File: src/rtl/chip_test_sequencer.sv
// chip_test_sequencer: schedules the per-chip tester blocks that share one DUT socket.
// A rising edge on Run latches the chip selection. The selected tester drives the socket
// for SETTLE_CYC cycles and then receives Run. The sequencer waits for that tester's Done
// and latches its pass/fail verdict.
// Optional feature: define CHIP_TIMEOUT_EN to abort a RUN that lasts TIMEOUT_CYC cycles.
module chip_test_sequencer #(
   parameter int NUM_CHIPS   = 4,
   parameter int NPINS       = 16,
   parameter int SETTLE_CYC  = 4,
   parameter int TIMEOUT_CYC = 64,
   localparam int SEL_W      = (NUM_CHIPS > 1) ? $clog2(NUM_CHIPS) : 1
) (
   input  logic                       Clk,
   input  logic                       Reset,
   input  logic                       Run,
   input  logic [SEL_W-1:0]           Sel,
   output logic [NUM_CHIPS-1:0]       Chip_Run,
   input  logic [NUM_CHIPS-1:0]       Chip_Done,
   input  logic [NUM_CHIPS-1:0]       Chip_RSLT,
   input  logic [NUM_CHIPS*NPINS-1:0] Chip_Pin_O,
   input  logic [NUM_CHIPS*NPINS-1:0] Chip_Pin_OE,
   output logic [NPINS-1:0]           Pin_O,
   output logic [NPINS-1:0]           Pin_OE,
   output logic                       Busy,
   output logic                       Done,
   output logic                       RSLT,
   output logic                       Err
);

   typedef enum logic [1:0] {S_IDLE, S_SETTLE, S_RUN, S_DONE} state_t;

`ifdef CHIP_TIMEOUT_EN
   localparam int CNT_MAX = (SETTLE_CYC > TIMEOUT_CYC) ? SETTLE_CYC : TIMEOUT_CYC;
`else
   localparam int CNT_MAX = SETTLE_CYC;
`endif
   localparam int CNT_W = $clog2(CNT_MAX + 1);

   state_t           state_q, state_d;
   logic [CNT_W-1:0] cnt_q, cnt_d;
   logic [SEL_W-1:0] sel_q, sel_d;
   logic             armed_q, armed_d;
   logic             rslt_q, rslt_d;
   logic             err_q, err_d;
   logic             run_q;
   logic             start;
   logic             sel_ok;

   assign start  = Run & ~run_q;
   assign sel_ok = (int'(Sel) < NUM_CHIPS);

   // State register, latched verdict and Run edge detector.
   // run_q comes out of reset high, so a Run held high across reset cannot start a test.
   // NOTE: sequential state uses non-blocking (<=) so every flop samples pre-edge values.
   always_ff @(posedge Clk or negedge Reset) begin
      if (!Reset) begin
         state_q <= S_IDLE;
         cnt_q   <= '0;
         sel_q   <= '0;
         armed_q <= 1'b0;
         rslt_q  <= 1'b0;
         err_q   <= 1'b0;
         run_q   <= 1'b1;
      end else begin
         state_q <= state_d;
         cnt_q   <= cnt_d;
         sel_q   <= sel_d;
         armed_q <= armed_d;
         rslt_q  <= rslt_d;
         err_q   <= err_d;
         run_q   <= Run;
      end
   end

   // Next-state logic for test scheduling, the Done qualification and the verdict.
   always_comb begin
      // NOTE: every comb output gets a default first, so no path can infer a latch.
      state_d = state_q;
      cnt_d   = cnt_q;
      sel_d   = sel_q;
      armed_d = armed_q;
      rslt_d  = rslt_q;
      err_d   = err_q;
      case (state_q)
         S_IDLE, S_DONE: begin
            if (start) begin
               if (sel_ok) begin
                  sel_d   = Sel;
                  cnt_d   = '0;
                  state_d = S_SETTLE;
               end else begin
                  err_d   = 1'b1;
                  rslt_d  = 1'b0;
                  state_d = S_DONE;
               end
            end
         end
         S_SETTLE: begin
            if (cnt_q == CNT_W'(SETTLE_CYC - 1)) begin
               cnt_d   = '0;
               armed_d = 1'b0;
               state_d = S_RUN;
            end else begin
               cnt_d = cnt_q + CNT_W'(1);
            end
         end
         S_RUN: begin
            // A Done already high at RUN entry is stale. Accept Done only after it has been seen low.
            if (!Chip_Done[sel_q]) armed_d = 1'b1;
            if (armed_q && Chip_Done[sel_q]) begin
               rslt_d  = Chip_RSLT[sel_q];
               err_d   = 1'b0;
               state_d = S_DONE;
            end
`ifdef CHIP_TIMEOUT_EN
            else if (cnt_q == CNT_W'(TIMEOUT_CYC - 1)) begin
               rslt_d  = 1'b0;
               err_d   = 1'b1;
               state_d = S_DONE;
            end else begin
               cnt_d = cnt_q + CNT_W'(1);
            end
`endif
         end
         default: state_d = S_IDLE;
      endcase
   end

   // Output decode from registered state only; the socket is hi-Z outside SETTLE/RUN.
   always_comb begin
      Busy     = (state_q == S_SETTLE) || (state_q == S_RUN);
      Done     = (state_q == S_DONE);
      RSLT     = rslt_q;
      Err      = err_q;
      Chip_Run = '0;
      Pin_O    = '0;
      Pin_OE   = '0;
      if (state_q == S_RUN) Chip_Run = NUM_CHIPS'(1) << sel_q;
      if (Busy) begin
         Pin_O  = Chip_Pin_O[sel_q*NPINS +: NPINS];
         Pin_OE = Chip_Pin_OE[sel_q*NPINS +: NPINS];
      end
   end

endmodule

File: config.mk
export PLATFORM = sky130hd
export DESIGN_NAME = chip_test_sequencer
export DESIGN_NICKNAME = d
export VERILOG_FILES = /design/src/rtl/chip_test_sequencer.sv
export SDC_FILE = /design/constraint.sdc
export NUM_CORES = 1
export LEC_CHECK = 0
export BUFFER_PORTS_ARGS = -buffer_cell sky130_fd_sc_hd__buf_2
export CAP_MARGIN = 20
export CORE_ASPECT_RATIO = 0.7
export CORE_UTILIZATION = 32
export CTS_CLUSTER_SIZE = 10
export DETAILED_ROUTE_END_ITERATION = 7
export GPL_TIMING_DRIVEN = 0
export PLACE_DENSITY = 0.79
export SYNTH_ARGS = -nofsm -noshare
export SYNTH_HDL_FRONTEND = slang
export SYNTH_SLANG_ARGS = --single-unit
export TNS_END_PERCENT = 5
File: constraint.sdc
create_clock -name Clk -period 1.6 [get_ports Clk]
set_input_delay 0.16 -clock Clk [delete_from_list [all_inputs] [get_ports Clk]]
set_output_delay 0.16 -clock Clk [all_outputs]
set_load 0.01 [all_outputs]
Word-level counts from Yosys, hierarchy flattened:

Cells that the tools add are included.

* magnitude comparators: 1
* eq/ne operators: 8
* reduce and logical (&&, ||, !) cells: 11
* bitwise operators: 2
* multiplexer cells: 17
* $add $sub $neg: 1
* shift-type cells: 3

Operator list (number)
* variable part select 64 x 7 -> 16 bit: 2
* two-way mux 16 bit: 2
* inequality test 2 bit, second input constant: 4
* two-way mux 2 bit: 3
* two-way mux 3 bit: 2
* one-hot mux 2 bit (3 select lines): 1
* one-hot mux 3 bit (2 select lines): 1
* AND reduction 2 bit: 3
* AND reduction 3 bit: 2
* binary-select mux 1 bit (select 2 bit): 2
* == test 2 bit, second input constant: 2
* two-way mux 1 bit: 4
* two-way mux 4 bit: 1
* nonzero test 2 bit: 2
* << shifter 1 x 2 -> 4 bit, first input constant: 1
* adder 3 x 1 -> 3 bit, second input constant: 1
* == test 3 x 2 -> 1 bit, second input constant: 1
* < comparator 2 x 3 -> 1 bit, second input constant: 1
* == test 2 x 1 -> 1 bit, second input constant: 1
* zero test 2 bit: 1
* one-hot mux 1 bit (2 select lines): 1
* OR reduction 2 bit: 1
* AND 1 bit: 1
* logical AND 1 bit: 1
* 2 further kinds: 2

* output and inout bits: 40
* logic and storage cells: 49
* bits of input ports: 141
* register bits: 10

Depth between registers and ports, before layout:

* word-level depth: 5
* mapped depth: 6
* depth with buffers taken out: 5

Worst setup path after synthesis:

Ideal clock, no wire load.

* path type: reg-to-reg
* start: register state_q[0]
* end: register sel_q[0]
* cell stages (with the launch flop): 6
* period minus slack after synthesis: 1.555 ns
* arrival: 1.430 ns
* setup time: 0.125 ns
* slack: 0.045 ns
* path buffers: 0
* data required time: 1.475 ns
* path through: dfrtp_1 inv_1 ha_1 inv_1 or2_2 mux2_2

* longest elaborated chain between the ends: 3
* elaborated cells between the ends (all ways): 4
* those cells by class: eq/ne: 1; reduce/logical: 3

Ends and longest elaborated chain
* start, declared: line 39 `state_t state_q, state_d;`
* start signal, assigned: line 65 `state_q <= state_d;`
* == test 2 bit or zero test 2 bit (tied branches): line 84 `case (state_q)`
* OR reduction 2 bit *: line 84
* AND reduction 2 bit (no source line) *
* end signal, assigned: line 67 `sel_q <= sel_d;`
* end, declared: line 41 `logic [SEL_W-1:0] sel_q, sel_d;`

Every way passes the cells marked *; elsewhere a longest branch is shown, timed or not.
A chain may end at the register's enable or synchronous reset.

Worst setup path in the final report:

* start: register sel_q[0]
* end: output port Pin_O[14]

* longest elaborated chain between the ends: 2

Ends and longest elaborated chain
* variable part select 64 x 7 -> 16 bit: line 140 `Pin_O = Chip_Pin_O[sel_q*NPINS +: NPINS];`
* two-way mux 16 bit: line 139 `if (Busy) begin`
* end, declared: line 22 `output logic [NPINS-1:0] Pin_O,`

Every way passes these cells.

==> impl_summary.log <==
INFO  metric run_status = finished, violations left
INFO  metric violations = negative setup slack
INFO  metric power.leakage = roughly 1.5 nW
INFO  metric yosysUniqueCellTypes = 31
INFO  metric cts-htree-levels = 1
INFO  metric power-per-cell-area = slightly above 2000 nW/um2
INFO  metric antenna_found_initial = 0
INFO  metric timing_hold_violations_final = 0
INFO  metric worst_path_class_setup = reg -> out
INFO  metric final_net_count = roughly 470
INFO  metric crit_path_max_incr_delay = between 500 and 600 ps
INFO  metric crit_chain = buf_12, clkbuf_16, mux4_2, and2_4, buf_6
INFO  metric cts_tree = done
INFO  metric chipHeight = around 62 um
INFO  metric areaGrowthSynthToFinish = 86.0%
INFO  metric synth_most_common_cell = and2_1
INFO  metric routedWlPerCell = approximately 16 um
INFO  metric grt_setup_unrepaired = yes
INFO  metric avgViaCountPerCell = between 4 and 5
INFO  metric ys_async_sr_fraction = 1.00
INFO  metric synth_enable_flop_cells = 0
INFO  metric totalWireLength = 6450 um
INFO  metric mappedNetlistArea = 1630 um2
INFO  metric clkTransAtPathRegs = 50 ps
INFO  metric cts.path.max_buffers = 2
INFO  metric first_pass_iters = 4
INFO  metric min_path_type = in -> reg
INFO  metric grt_usage = 0.200
INFO  metric grt_pass1_vias = 1,777
INFO  metric cts.sink_count = 10
INFO  metric max_cap_violation_count = 0
INFO  metric post-synth-top-area-cell = mux4_2
INFO  metric fmax = between 500 and 600 MHz
INFO  metric worst_path_max_delay_cell = mux4_2
INFO  metric die_width = 87.3 um
INFO  metric end_kind = primary output
INFO  metric yosys.area.top_type_share = 0.401
INFO  metric number_of_buffers_created_by_cts = 3
INFO  metric grt_start_max_net_pins = 11
INFO  metric initial_core_util = 0.337
INFO  metric grt_pass1_wl = just over 8000 um
INFO  metric grt_remaining_overflow = 0
INFO  metric cp_data_arrival_time = about 1700 ps
INFO  metric synthCells = 134
INFO  metric worstSkewPairLatency = around 230 ps
INFO  metric finalSetupViolations = 33
INFO  metric number_of_rows_in_the_core_area = 21
INFO  metric finClkSkew = around 0.69 ps
INFO  metric clock_tree.root_cell = clkbuf_8
INFO  metric synth_area_leaders = mux4_2, dfrtp_1, and2_1
INFO  metric synthFlopType = dfrtp_1
INFO  metric maxSlewViolCount = 0
INFO  metric dp_slack = -297 ps
INFO  metric synth_top_cells_by_count = and2_1, mux4_2, dfrtp_1
INFO  metric synth_register_bits = 10
INFO  metric critical_path_peak_fanout = 8
INFO  metric finalWorstPathRequiredPeriod = about 1900 ps
INFO  metric first_iter_violations = 44
INFO  metric final_core_util = 0.627
INFO  metric critical_path.startpoint_type = flip-flop
INFO  metric core_area = between 4000 and 5000 um2
INFO  metric ys_warn_count = 0
INFO  metric final_layout_size_suffix_gt1_frac = 0.822
INFO  metric worst_ep_required_time = between 1000 and 1500 ps
INFO  metric antenna_cells = 0
INFO  metric ant_nets = 0
INFO  metric count_of_buffers_from_port_buffering = ~180
INFO  metric synth_fp_nets = 280
INFO  metric seq_area_frac_synth = 0.154
INFO  metric place_hpwl = around 5100 um
INFO  metric setup_tns = -7750 ps
INFO  metric gp_congestion = just over 0.8
INFO  metric max-vdd-ir-drop = about 1.1 mV
INFO  metric synth_area_per_cell = ~12 um2
INFO  metric route.detailed.drc = 0
INFO  metric io-pin-count = approximately 180
INFO  metric timing.final.crit_share = 1.19
INFO  metric die-area = between 5000 and 6000 um2
INFO  metric final_critical_path_setup_slack = -303 ps
INFO  metric vias = ~1,900
[worst paths after layout]
path	from	to	depth (start not counted)	slack (ps)
worst max-delay path	sel_q[0]	Pin_O[14]	5	-300
worst min-delay path	Run	run_q	1	30
worst max register to register	sel_q[0]	RSLT	5	-70
worst min register to register	cnt_q[2]	cnt_q[2]	1	490
max in group asynchronous	Reset	run_q	2	1040
min in group asynchronous	Reset	state_q[1]	2	310
[layer usage]
metal / vias to the layer above / part of all wire / GRT usage
met4: 0 / 0.015 / 0.0258
met5: - / 0 / 0
met3: 12 / 0.076 / 0.0476
met2: 84 / 0.52 / 0.368
li1: 896 / - / -
met1: 952 / 0.39 / 0.252
[cell type report]
class,instances,area (um2)
Inverter,4,17.5
Tap cell,69,86.3
Clock buffer,4,55.1
Timing Repair Buffer,187,1130
Multi-Input combinational cell,107,1330
Buffer,13,165
Fill cell,457,1800
Sequential cell,10,253
[registers in the layout, indices dropped and copies added, names as in the netlist]
signal and flops:
cnt_q 3, RSLT 1, state_q 2, sel_q 2, armed_q 1, run_q 1
[cell usage in the layout, fill, tap and decap left out, drive strengths merged, types with 3 or more instances in the layout]
cell type / n
buf: 193
mux4: 33
and2: 32
clkbuf: 10
dfrtp: 9
mux2i: 5
nand2: 5
ha: 5
mux2: 4
inv: 4
nor2: 3
nand2b: 3
[power by group]
part	total [mW]	internal (mW)	switching, mW	leakage (nW)
Clock	0.313	0.216	0.0968	0.0288
Combinational	5.43	3.25	2.18	1.40
Sequential	0.452	0.355	0.0971	0.122
[kinds of logic after synthesis]
family,count (synthesis),share of synthesized area
and+or+nand+nor,50,0.179
DFF,10,0.154
muxes,42,0.523
adders and majority gates,5,0.0384
other,1,0.00230
buffers and inverters,17,0.0660
AOI/OAI and AO/OA,9,0.0368
[repair_timing]
action | in CTS | in global routing
gates cloned | 0 | 3
buffers inserted | 2 | 2
pin swaps | 6 | 20
endpoints found under the setup margin | 37 | 34
gates resized for setup | 29 | 43
endpoints found under the hold margin | 9 | 0
hold buffers | 1 | 0
[worst max-delay path: cells and delay by family (launching register included)]
kind | cells | cell delay [ps]
buffers and inverters | 3 | 440
muxes | 1 | 510
and+or+nand+nor | 1 | 180
DFF | 1 | 380
[stage by stage]
step           hold slack, ps  std cells  cell area (um2)  total power [mW]
6_report                 34.6        394             3030              6.20
5_1_grt                  31.8        394             3030              6.62
4_1_cts                  33.7        389             2760              5.12
3_5_place_dp             30.4        382             2610              4.36
3_3_place_gp             33.1        382             2610              4.30
2_1_floorplan            -136        134             1630              3.12
Power figures use the tool's default switching activity.
